<file path="config.mk">
export PLATFORM = sky130hd
export DESIGN_NAME = pool_dp_gen_flat
export DESIGN_NICKNAME = d
export VERILOG_FILES = /design/src/rtl/pool_pkg.sv /design/src/rtl/pool_dp_gen_if.sv /design/src/rtl/pool_window_reduce.sv /design/src/rtl/pool_dp_gen.sv /design/src/flat_wrapper.sv
export SDC_FILE = /design/constraint.sdc
export NUM_CORES = 2
export LEC_CHECK = 0
export BUFFER_PORTS_ARGS = -buffer_cell sky130_fd_sc_hd__buf_2
export CAP_MARGIN = 15
export CORE_ASPECT_RATIO = 1.75
export CORE_MARGIN = 5
export CORE_UTILIZATION = 45
export CTS_BUF_LIST = sky130_fd_sc_hd__clkbuf_16
export CTS_CLUSTER_DIAMETER = 200
export DETAILED_ROUTE_END_ITERATION = 6
export PLACE_DENSITY_LB_ADDON = 0.25
export SKIP_LAST_GASP = 1
export SYNTH_ARGS = -nofsm -noshare
export SYNTH_HDL_FRONTEND = slang
export SYNTH_SLANG_ARGS = --single-unit
</file>
<file path="constraint.sdc">
create_clock -name clk -period 31.1 [get_ports clk]
set_input_delay 6.22 -clock clk [delete_from_list [all_inputs] [get_ports clk]]
set_output_delay 6.22 -clock clk [all_outputs]
set_load 0.1 [all_outputs]
</file>
<file path="src/rtl/pool_pkg.sv">
// Shared types and width helpers for the generic pooling datapath.
package pool_pkg;

  typedef enum logic [1:0] {
    IDLE   = 2'd0,
    ACTIVE = 2'd1,
    DONE   = 2'd2
  } pool_state_t;

  localparam logic MODE_AVG = 1'b0;
  localparam logic MODE_MAX = 1'b1;

  // Counter width able to hold 0..n-1; never narrower than one bit.
  function automatic int cnt_w(input int n);
    return (n > 1) ? $clog2(n) : 1;
  endfunction

  // Accumulator width for a K*K sum of data_w-bit samples (K power of two).
  function automatic int acc_w(input int data_w, input int k);
    return data_w + 2 * $clog2(k);
  endfunction

endpackage

</file>
<file path="src/rtl/pool_dp_gen_if.sv">
// Streaming bus of the pooling datapath: raster pixel input and pooled output,
// both with valid/ready flow control.
interface pool_dp_gen_if #(
  parameter int DATA_WIDTH = 32,
  parameter int NUM_CH     = 2
);
  logic                         in_valid;
  logic                         in_ready;
  logic [DATA_WIDTH*NUM_CH-1:0] data_in;
  logic                         out_valid;
  logic                         out_ready;
  logic [DATA_WIDTH*NUM_CH-1:0] data_out;

  modport master (
    output in_valid, data_in, out_ready,
    input  in_ready, out_valid, data_out
  );

  modport slave (
    input  in_valid, data_in, out_ready,
    output in_ready, out_valid, data_out
  );
endinterface

</file>
<file path="src/rtl/pool_window_reduce.sv">
// Combinational max / floor-average reduction of one lane's K*K window taps.
module pool_window_reduce
  import pool_pkg::*;
#(
  parameter int DATA_WIDTH  = 32,
  parameter int KERNAL_SIZE = 2
) (
  input  logic                                            mode,
  input  logic [KERNAL_SIZE*KERNAL_SIZE*DATA_WIDTH-1:0]   taps,
  output logic signed [DATA_WIDTH-1:0]                    result
);

  localparam int NT    = KERNAL_SIZE * KERNAL_SIZE;
  localparam int SH    = 2 * $clog2(KERNAL_SIZE);
  localparam int ACC_W = acc_w(DATA_WIDTH, KERNAL_SIZE);

  logic signed [DATA_WIDTH-1:0] tap_v;
  logic signed [DATA_WIDTH-1:0] max_v;
  logic signed [DATA_WIDTH-1:0] avg_v;
  logic signed [ACC_W-1:0]      acc;

  always_comb begin
    tap_v = '0;
    max_v = taps[DATA_WIDTH-1:0];
    acc   = '0;
    for (int t = 0; t < NT; t++) begin
      tap_v = taps[t*DATA_WIDTH +: DATA_WIDTH];
      if (tap_v > max_v) max_v = tap_v;
      acc = acc + {{SH{tap_v[DATA_WIDTH-1]}}, tap_v};
    end
    // Arithmetic shift floors toward -inf; the mean of in-range samples always fits.
    avg_v  = DATA_WIDTH'(acc >>> SH);
    result = (mode == MODE_MAX) ? max_v : avg_v;
  end

endmodule

</file>
<file path="src/rtl/pool_dp_gen.sv">
// Generic KxK / stride-S max/average pooling over a raster multi-lane stream.
// Optional macro POOL_RELU_EN clamps negative pooled results to zero.
module pool_dp_gen
  import pool_pkg::*;
#(
  parameter int DATA_WIDTH    = 32,
  parameter int NUM_CH        = 2,
  parameter int IFM_SIZE      = 14,
  parameter int KERNAL_SIZE   = 2,
  parameter int STRIDE        = 2,
  parameter int IFM_SIZE_NEXT = (IFM_SIZE - KERNAL_SIZE) / STRIDE + 1,
  parameter int FIFO_SIZE     = (KERNAL_SIZE - 1) * IFM_SIZE + KERNAL_SIZE
) (
  input  logic          clk,
  input  logic          reset,
  input  logic          start,
  input  logic          mode,
  pool_dp_gen_if.slave  bus,
  output logic          done
);

  localparam int CW   = cnt_w(IFM_SIZE);
  localparam int PH_W = cnt_w(STRIDE);
  localparam int DW   = DATA_WIDTH;
  localparam int NT   = KERNAL_SIZE * KERNAL_SIZE;

  localparam logic [CW-1:0]   FIRST_WIN = CW'(KERNAL_SIZE - 1);
  localparam logic [CW-1:0]   LAST_WIN  = CW'(KERNAL_SIZE - 1 + (IFM_SIZE_NEXT - 1) * STRIDE);
  localparam logic [CW-1:0]   LAST_PX   = CW'(IFM_SIZE - 1);
  localparam logic [PH_W-1:0] PH_LAST   = PH_W'(STRIDE - 1);

  pool_state_t       state, state_nxt;
  logic [CW-1:0]     row, col;
  logic [PH_W-1:0]   row_ph, col_ph;
  logic              frame_in_done;
  logic              mode_q;
  logic              accept;
  logic              row_ok, col_ok, win_done;
  logic [DW*NUM_CH-1:0] res_all;

  // Stride phase of the next row/column, counted only once the first window edge is reached.
  function automatic logic [PH_W-1:0] ph_step(input logic [PH_W-1:0] ph, input logic past_first);
    if (!past_first || ph == PH_LAST) return '0;
    return ph + 1'b1;
  endfunction

`ifdef POOL_RELU_EN
  function automatic logic signed [DW-1:0] relu_clamp(input logic signed [DW-1:0] v);
    return v[DW-1] ? '0 : v;
  endfunction
`endif

  assign accept   = bus.in_valid && bus.in_ready;
  assign row_ok   = (row >= FIRST_WIN) && (row <= LAST_WIN) && (row_ph == '0);
  assign col_ok   = (col >= FIRST_WIN) && (col <= LAST_WIN) && (col_ph == '0);
  assign win_done = accept && row_ok && col_ok;

  always_ff @(posedge clk) begin
    if (reset) state <= IDLE;
    else       state <= state_nxt;
  end

  always_comb begin
    state_nxt    = state;
    bus.in_ready = 1'b0;
    done         = 1'b0;
    case (state)
      IDLE: begin
        if (start) state_nxt = ACTIVE;
      end
      ACTIVE: begin
        bus.in_ready = !frame_in_done && (!bus.out_valid || bus.out_ready);
        if (frame_in_done && (!bus.out_valid || bus.out_ready)) state_nxt = DONE;
      end
      DONE: begin
        done      = 1'b1;
        state_nxt = IDLE;
      end
      default: state_nxt = IDLE;
    endcase
  end

  always_ff @(posedge clk) begin
    if (reset) begin
      row           <= '0;
      col           <= '0;
      row_ph        <= '0;
      col_ph        <= '0;
      frame_in_done <= 1'b0;
      mode_q        <= MODE_AVG;
    end else if (state == IDLE && start) begin
      row           <= '0;
      col           <= '0;
      row_ph        <= '0;
      col_ph        <= '0;
      frame_in_done <= 1'b0;
      mode_q        <= mode;
    end else if (state == DONE) begin
      frame_in_done <= 1'b0;
    end else if (accept) begin
      if (col == LAST_PX) begin
        col    <= '0;
        col_ph <= '0;
        if (row == LAST_PX) begin
          row           <= '0;
          row_ph        <= '0;
          frame_in_done <= 1'b1;
        end else begin
          row    <= row + 1'b1;
          row_ph <= ph_step(row_ph, row >= FIRST_WIN);
        end
      end else begin
        col    <= col + 1'b1;
        col_ph <= ph_step(col_ph, col >= FIRST_WIN);
      end
    end
  end

  // Stage p0: per-lane line buffer and window reduction on the accepted beat.
  for (genvar ch = 0; ch < NUM_CH; ch++) begin : g_lane
    logic signed [DW-1:0] lane_in;
    logic signed [DW-1:0] sr [FIFO_SIZE-1];
    logic [NT*DW-1:0]     taps;
    logic signed [DW-1:0] pooled;
    logic signed [DW-1:0] lane_res;

    assign lane_in = bus.data_in[ch*DW +: DW];

    always_ff @(posedge clk) begin
      if (accept) begin
        sr[0] <= lane_in;
        for (int n = 1; n < FIFO_SIZE - 1; n++) sr[n] <= sr[n-1];
      end
    end

    // Offset 0 is the beat being accepted, so it taps the input directly.
    for (genvar i = 0; i < KERNAL_SIZE; i++) begin : g_row
      for (genvar j = 0; j < KERNAL_SIZE; j++) begin : g_col
        localparam int OFF = i * IFM_SIZE + j;
        if (OFF == 0) begin : g_live
          assign taps[(i*KERNAL_SIZE+j)*DW +: DW] = lane_in;
        end else begin : g_buf
          assign taps[(i*KERNAL_SIZE+j)*DW +: DW] = sr[OFF-1];
        end
      end
    end

    pool_window_reduce #(
      .DATA_WIDTH  (DW),
      .KERNAL_SIZE (KERNAL_SIZE)
    ) u_reduce (
      .mode   (mode_q),
      .taps   (taps),
      .result (pooled)
    );

`ifdef POOL_RELU_EN
    assign lane_res = relu_clamp(pooled);
`else
    assign lane_res = pooled;
`endif

    assign res_all[ch*DW +: DW] = lane_res;
  end

  // Stage p1: output register; a new window replaces a beat popped in the same cycle.
  always_ff @(posedge clk) begin
    if (reset) begin
      bus.out_valid <= 1'b0;
      bus.data_out  <= '0;
    end else if (win_done) begin
      bus.out_valid <= 1'b1;
      bus.data_out  <= res_all;
    end else if (bus.out_ready) begin
      bus.out_valid <= 1'b0;
    end
  end

endmodule

</file>
<file path="src/flat_wrapper.sv">
// flat-port wrapper written by rule: the top's interface ports become plain ports
module pool_dp_gen_flat import pool_pkg::*;
#(
  parameter int DATA_WIDTH    = 32,
  parameter int NUM_CH        = 2,
  parameter int IFM_SIZE      = 14,
  parameter int KERNAL_SIZE   = 2,
  parameter int STRIDE        = 2,
  parameter int IFM_SIZE_NEXT = (IFM_SIZE - KERNAL_SIZE) / STRIDE + 1,
  parameter int FIFO_SIZE     = (KERNAL_SIZE - 1) * IFM_SIZE + KERNAL_SIZE
)
  (clk, reset, start, mode, done, bus_in_valid, bus_data_in, bus_out_ready, bus_in_ready, bus_out_valid, bus_data_out);
  pool_dp_gen_if #(.DATA_WIDTH(DATA_WIDTH), .NUM_CH(NUM_CH)) bus_i ();
  input  logic clk;
  input  logic reset;
  input  logic start;
  input  logic mode;
  output logic done;
  input wire logic [$bits(bus_i.in_valid)-1:0] bus_in_valid;
  input wire logic [$bits(bus_i.data_in)-1:0] bus_data_in;
  input wire logic [$bits(bus_i.out_ready)-1:0] bus_out_ready;
  output wire logic [$bits(bus_i.in_ready)-1:0] bus_in_ready;
  output wire logic [$bits(bus_i.out_valid)-1:0] bus_out_valid;
  output wire logic [$bits(bus_i.data_out)-1:0] bus_data_out;
  assign bus_i.in_valid = bus_in_valid;
  assign bus_i.data_in = bus_data_in;
  assign bus_i.out_ready = bus_out_ready;
  assign bus_in_ready = bus_i.in_ready;
  assign bus_out_valid = bus_i.out_valid;
  assign bus_data_out = bus_i.data_out;
  pool_dp_gen #(.DATA_WIDTH(DATA_WIDTH), .NUM_CH(NUM_CH), .IFM_SIZE(IFM_SIZE), .KERNAL_SIZE(KERNAL_SIZE), .STRIDE(STRIDE), .IFM_SIZE_NEXT(IFM_SIZE_NEXT), .FIFO_SIZE(FIFO_SIZE)) u_core (.clk(clk), .reset(reset), .start(start), .mode(mode), .bus(bus_i), .done(done));
endmodule
</file>
Word-level counts from Yosys, hierarchy flattened
Memories as Yosys holds them, arrays and structs flattened.
Index checks and enable logic that the tools add are counted.
{"block": "word_totals", "reg_bits": 79, "ram_bits": 960, "output_inout_bits": 67, "elab_cells": 103, "n_memories": 2}
{"memory": "u_core.g_lane[0].sr", "words": 15, "word_bits": 32, "read_ports": 15, "rd_clocked_by_memory_dff": 0, "write_ports": 15, "line": "pool_dp_gen.sv:122", "source": "logic signed [DW-1:0] sr [FIFO_SIZE-1];"}
{"memory": "u_core.g_lane[1].sr", "words": 15, "word_bits": 32, "read_ports": 15, "rd_clocked_by_memory_dff": 0, "write_ports": 15, "line": "pool_dp_gen.sv:122"}
{"block": "op_classes", "n_addsub": 10, "order_cmp": 10, "eq_ne": 6, "muxes": 38, "bitwise": 3, "n_reduce_logical": 25}
{"cell": "32-bit 2-to-1 mux", "n": 8}
{"cell": "32-bit > comparator", "n": 6}
{"cell": "33-bit by 32-bit adder with 34-bit output", "n": 2}
{"cell": "34-bit adder", "n": 2}
{"cell": "32-bit by 32-bit adder with 33-bit output", "n": 2}
{"cell": "1-bit 2-to-1 mux", "n": 25}
{"cell": "1-bit logical AND", "n": 10}
{"cell": "4-bit by 1-bit adder with 4-bit output, second input constant", "n": 2}
{"cell": "4-bit equality test, second input constant", "n": 2}
{"cell": "4-bit by 1-bit greater-or-equal comparator with 1-bit output, second input constant", "n": 2}
{"cell": "4-bit <= comparator, second input constant", "n": 2}
{"cell": "4-bit 2-to-1 mux", "n": 2}
{"cell": "3-bit AND reduction", "n": 2}
{"cell": "1-bit zero test", "n": 4}
{"cell": "2-bit 2-to-1 mux", "n": 2}
{"cell": "2-bit case mux with 2 select lines", "n": 1}
{"cell": "2-bit AND reduction", "n": 2}
{"cell": "1-bit logical OR", "n": 3}
{"cell": "1-bit inverter", "n": 3}
{"cell": "3-bit OR reduction", "n": 1}
{"cell": "1-bit adder, second input constant", "n": 2}
{"cell": "2-bit by 1-bit equality test with 1-bit output, second input constant", "n": 1}
{"cell": "2-bit equality test, second input constant", "n": 1}
{"cell": "2-bit zero test", "n": 1}
{"cell": "4 further kinds", "n": 4}

Longest topological paths before layout
{"block": "depth", "depth_word": 12, "mapped_depth": 40, "mapped_depth_nobuf": 36}

Cells and area by module
From an unflattened synthesis, not the netlist that was laid out.
{"block": "hier_totals", "hier_cells": 2860, "area_unflattened_um2": 45364.8}
{"module": "pool_dp_gen", "instances": 1, "cells_each": 1316, "area_each_um2": 32482.4, "seq_area_each_um2": 30409.2}
{"module": "pool_window_reduce at u_core.g_lane[0].u_reduce", "instances": 1, "cells_each": 767, "area_each_um2": 6458.7, "seq_area_each_um2": 0.0}
{"module": "pool_window_reduce at u_core.g_lane[1].u_reduce", "instances": 1, "cells_each": 777, "area_each_um2": 6423.7, "seq_area_each_um2": 0.0}

Worst setup path before layout
OpenSTA, ideal clock, no wires.
{"block": "synth_timing", "path_type": "input -> register", "from": "in bus_out_ready", "to": "reg u_core.row[3]", "arrival_time_ns": 29.306, "t_required_ns": 31.009, "setup_slack_ns": 1.703, "path_stages": 9, "n_path_buf": 0, "path_cell_list": "nand2b_1 > and3_1 > nand2_1 > inv_1 > nand3_1 > nor3b_1 > and2_1 > a31oi_1 > a311oi_1"}
{"block": "synth_via", "elab_chain_len": 5}
{"element": "start, declared", "line": "flat_wrapper.sv:21", "source": "input wire logic [$bits(bus_i.out_ready)-1:0] bus_out_ready;"}
{"element": "1-bit logical OR", "line": "pool_dp_gen.sv:72", "source": "bus.in_ready = !frame_in_done && (!bus.out_valid || bus.out_ready);"}
{"element": "1-bit logical AND", "line": "pool_dp_gen.sv:72"}
{"element": "1-bit 2-to-1 mux", "line": "pool_dp_gen.sv:67", "source": "case (state)"}
{"element": "net bus_in_ready", "line": "flat_wrapper.sv:22", "source": "output wire logic [$bits(bus_i.in_ready)-1:0] bus_in_ready;"}
{"element": "1-bit logical AND", "line": "pool_dp_gen.sv:53", "source": "assign accept = bus.in_valid && bus.in_ready;"}
{"element": "net u_core.accept", "line": "pool_dp_gen.sv:37", "source": "logic accept;"}
{"element": "3-bit AND reduction (no line)"}
{"element": "end signal, assigned", "line": "pool_dp_gen.sv:109", "source": "row <= row + 1'b1;"}
{"element": "end, declared", "line": "pool_dp_gen.sv:33", "source": "logic [CW-1:0] row, col;"}
The timed path passes the listed nets, and every way through them passes these cells.
A chain may end at the register's enable or synchronous reset.

Final worst setup path
{"block": "layout_timing", "from": "in bus_data_in[49]", "to": "reg u_core.bus.data_out[55]"}
{"block": "layout_via", "elab_chain_len": 7, "word_cells_on_any_way": 10, "classes_between": "add/sub (3); order compare (3); mux (4)"}
{"element": "start, declared", "line": "flat_wrapper.sv:20", "source": "input wire logic [$bits(bus_i.data_in)-1:0] bus_data_in;"}
{"element": "32-bit > comparator", "line": "pool_window_reduce.sv:28", "source": "if (tap_v > max_v) max_v = tap_v;"}
{"element": "32-bit 2-to-1 mux", "line": "pool_window_reduce.sv:28"}
{"element": "32-bit > comparator", "line": "pool_window_reduce.sv:28"}
{"element": "32-bit 2-to-1 mux", "line": "pool_window_reduce.sv:28"}
{"element": "32-bit > comparator", "line": "pool_window_reduce.sv:28"}
{"element": "32-bit 2-to-1 mux", "line": "pool_window_reduce.sv:28"}
{"element": "32-bit 2-to-1 mux (*)", "line": "pool_window_reduce.sv:33", "source": "result = (mode == MODE_MAX) ? max_v : avg_v;"}
{"element": "end signal, assigned", "line": "pool_dp_gen.sv:173", "source": "bus.data_out <= res_all;"}
{"element": "end, declared", "line": "pool_dp_gen_if.sv:21", "source": "output in_ready, out_valid, data_out"}
Mark *: on every way between the ends. The rest lies on a longest branch, timed or not.

==> results.md <==
* Warning count from the yosys run at 0
* Clock tree from TritonCTS: built
* Via count of the first global-routing pass at 26043
* Number of cell instances on the worst register-to-register path at 34
* Fillcell total at approximately 8300
* Detailed-route wire length per cell at 24.3 µm
* Syn_area_per_cell at 15.7 µm²
* WL met2 at 53900 µm
* Maximum clock path buffer count at 3
* Critical path's most frequent cell: o21ai_0
* Post-DR vias/cell at 5.65
* Result of the run: complete, no violations
* Nature of the critical path endpoint: register
* CP top delay family: simple AND/OR/NAND/NOR gates
* Skew-Pair Late Insertion Delay at 0.70 ns
* Site row count at 152
* Max incr delay on CP at 0.89 ns
* Min-Delay Path Depth at 0
* Number of port buffers at 136
* Die Y-Extent at roughly 430 µm
* Met3 wire length at around 5900 µm
* Total routing resource utilization after global routing at 20.3%
* Total clock buffers created by CTS at 94
* Final hold slack at roughly 0.39 ns
* Required time at the worst-slack endpoint at between 30 and 40 ns
* Total setup buffers inserted after CTS at 0
* Max-slew violation count at 0
* Final weighted congestion in routability-driven placement at 0.933
* Hpwl dp at 74800 µm
* Width of the die at approximately 250 µm
* Worst min-delay path class: reg2reg
* Global-route wire length before repair at 161000 µm
* Share of layout cells above drive strength 1 at 11.4%
* Setup skew after layout at 0.0318 ns
* Resize count post-CTS at 0
* Maximum fanout along the worst path at 29
* Critical path launch point type: input port
* Number of max-cap violations at 0
* Final cell count without fillers at 4435
* Arrival time of data at the critical path endpoint at about 17 ns
* Total via count after detailed routing at 25067
* Power Density at around 66 mW/mm²
* TritonRoute pass-1 iters at 5
* Post-Route M1 WL at 42000 µm
* Worst Setup Path Type: in2reg
* Actual transition at the worst max-transition pin at roughly 1.2 ns
* Dpl cells at between 4000 and 5000
* Summed instance area of the synthesized netlist at 0.0446 mm²
* Unique cell type count in the Yosys netlist at approximately 80
* Initial cell density of the core at 45.3%
* Proportion of synthesized chip area in sequential cells at 68.2%
* Level count of the clock H-tree at 3
* Minimum setup slack after placement at 14.03 ns
* Number of design-rule violations left by the first detailed-router iteration at 1943
* Maximum clock frequency at 60.9 MHz
* Number of nets in the final layout at 3489
* Highest metal layer used by the detailed router: met5
* Floorplan die area at 0.106 mm²
* Area inside the core boundary at 0.0983 mm²
* Final hold violations at 0
* Async set or reset register ratio after synthesis at 0%
* Root buffer selected by CTS: clkbuf_16
* Setup repair after global routing missed its margin: false
* Gate power share at 15.0%
* Normalized max-slew margin at 21.3%
* Min Tclk post-route at 16.42 ns
* Number of buffers inserted by hold repair at cts at 0
* Internal power contribution at 2.45 mW
* Number of enable-type register cells in the synthesized netlist at 960
* Switching fraction of total power at about a quarter
* Antenna violations before repair at 14
* Gate count of the mapped netlist at 2844
* Finished Core Util at roughly half
* Register bit total from synthesis at a little over 1000
* Number of DRC violations after detailed routing at 0
* Switching power at 0.872 mW
* Relative contribution of the clock network to total power at 36.8%
* Detailed Route WL at 108000 µm
* Layout-stage area growth over the synthesis result at 12.5%
* Number of buffer and inverter stages on the critical path at 4
* Critical path's slowest cell: mux2i_4
* Final TNS setup at 0 ns
* Clock-pin slew of the registers on the worst-case setup and hold paths at 0.07 ns
* Antenna Violating Nets Remaining at 0
* Period utilisation layout at 52.8%
* Maximum resistive drop on vdd at between 0.04 and 0.05 mV
* Number of failing setup endpoints in the final timing report at 0
* Static leakage at 18.5 nW
* Maximum number of pins on one net before global-route repair at 132
* TritonCTS Sinks at around 1000
* Number of gates on the worst path with buffers counted at 36
* Register share of total power at between 40% and 50%
* Net count after synthesis at between 3000 and 4000
* Most used flip-flop cell after synthesis: edfxtp_1
* I/O pin count at 137
* Total gr overflow at 0
* Worst Slack Setup Final at 14.68 ns
==> cells in the mapped netlist, drive strengths merged (7+ instances only) <==
cell	n	area (µm²)
fa	130	2600
nor3	51	255
nand2	106	398
buf	13	67.6
a211oi	22	165
a311oi	9	85.1
ha	250	3130
xor2	20	175
o31ai	8	65.1
nand4	39	250
o21ai	132	661
or2	7	43.8
a31oi	15	93.8
dfxtp	79	1580
a21o	127	953
and2	11	68.8
edfxtp	960	28800
a211o	11	96.3
clkbuf	56	210
mux2i	63	631
nand3	61	305
o221ai	25	225
a21boi	10	75.1
and3	12	75.1
a21oi	182	911
nor2b	22	138
nor4	8	50.1
inv	103	387
o211ai	22	165
nand2b	13	81.3
xnor2	32	280
nor2	126	483
or3	17	106
o21a	22	165
==> power by group through the flow <==
stage	clock network (mW)	registers, mW	logic, mW
floorplan	0	1.67	0.345
global placement	0	1.63	0.488
detailed placement	0	1.63	0.496
CTS	1.26	1.60	0.499
global route	1.32	1.60	0.548
finish	1.22	1.60	0.498
==> sequential cells by signal, indices dropped and copies added, names as in the netlist, 2 cells and up <==
register             count
u_core.g_lane.sr       960
u_core.bus.data_out     64
u_core.row               4
u_core.col               4
u_core.state             2
==> layer usage <==
metal,track usage [%],vias up
met5,0,-
met4,11.2,16
met3,3.56,275
met2,34.5,770
met1,24.3,12636
li1,-,11370
==> placed cells by master (no fill, tap or decap), types with 22 or more instances in the layout <==
| master | synthesis | routed |
|---|---|---|
| edfxtp_1 | 960 | 960 |
| ha_1 | 250 | 250 |
| a21oi_1 | 182 | 182 |
| buf_2 | 6 | 136 |
| fa_1 | 130 | 130 |
| a21o_1 | 127 | 127 |
| nor2_1 | 124 | 121 |
| o21ai_0 | 118 | 118 |
| inv_1 | 103 | 107 |
| nand2_1 | 106 | 104 |
| clkbuf_16 | 0 | 98 |
| dfxtp_1 | 79 | 79 |
| mux2i_1 | 63 | 62 |
| nand3_1 | 61 | 61 |
| nor3_1 | 51 | 51 |
| nand4_1 | 38 | 38 |
| xnor2_1 | 32 | 32 |
| buf_4 | 1 | 32 |
| o221ai_1 | 24 | 24 |
| a211oi_1 | 22 | 22 |
| o21a_1 | 22 | 22 |
| nor2b_1 | 22 | 22 |
| o211ai_1 | 22 | 22 |
==> metrics by stage <==
step	area (µm²)	total power [mW]
2_1_floorplan	44600	2.01
3_3_place_gp	46900	2.12
3_5_place_dp	46900	2.12
4_1_cts	50100	3.36
5_1_grt	50100	3.47
6_report	50200	3.32
==> worst reg2reg max path, delay by kind of cell (launching register included) <==
kind / cells / cell delay [ns]
and+or+nand+nor: 11 / 3.83
AOI/OAI and AO/OA: 16 / 3.63
adders and majority gates: 3 / 1.11
muxes: 2 / 1.09
buffers and inverters: 2 / 0.91
DFF: 1 / 0.48
==> cell type report <==
type	count	area, µm²	area share, %
clock buffers	98	2450	4.89
flip-flops and latches	1039	30400	60.6
multi-input cells	1633	13500	27.0
diodes	5	12.5	0.0249
repair buffers	168	921	1.84
clock inverters	80	793	1.58
inverters	103	394	0.786
well taps	1309	1640	3.27
==> cells by family after synthesis <==
group | count (synthesis) | share of synthesized area, %
multiplexers | 69 | 1.58
XOR/XNOR | 52 | 1.02
flip-flops | 1039 | 68.2
AO/OA/AOI/OAI | 646 | 9.49
adder cells (fa/ha/maj) | 380 | 12.9
buffers and inverters | 172 | 1.49
AND/OR/NAND/NOR | 486 | 5.33
==> worst paths after layout <==
kind | to | start | slack, ns
setup / recovery | u_core.bus.data_out[55] | bus_data_in[49] | 14.68
hold / removal | u_core.g_lane[0].sr[0][218] | u_core.g_lane[0].sr[0][186] | 0.39
setup reg to reg | u_core.bus.data_out[55] | u_core.g_lane[1].sr[0][17] | 19.89
hold reg to reg | u_core.g_lane[0].sr[0][218] | u_core.g_lane[0].sr[0][186] | 0.39
Note: power is estimated with default switching activity, not from simulation.
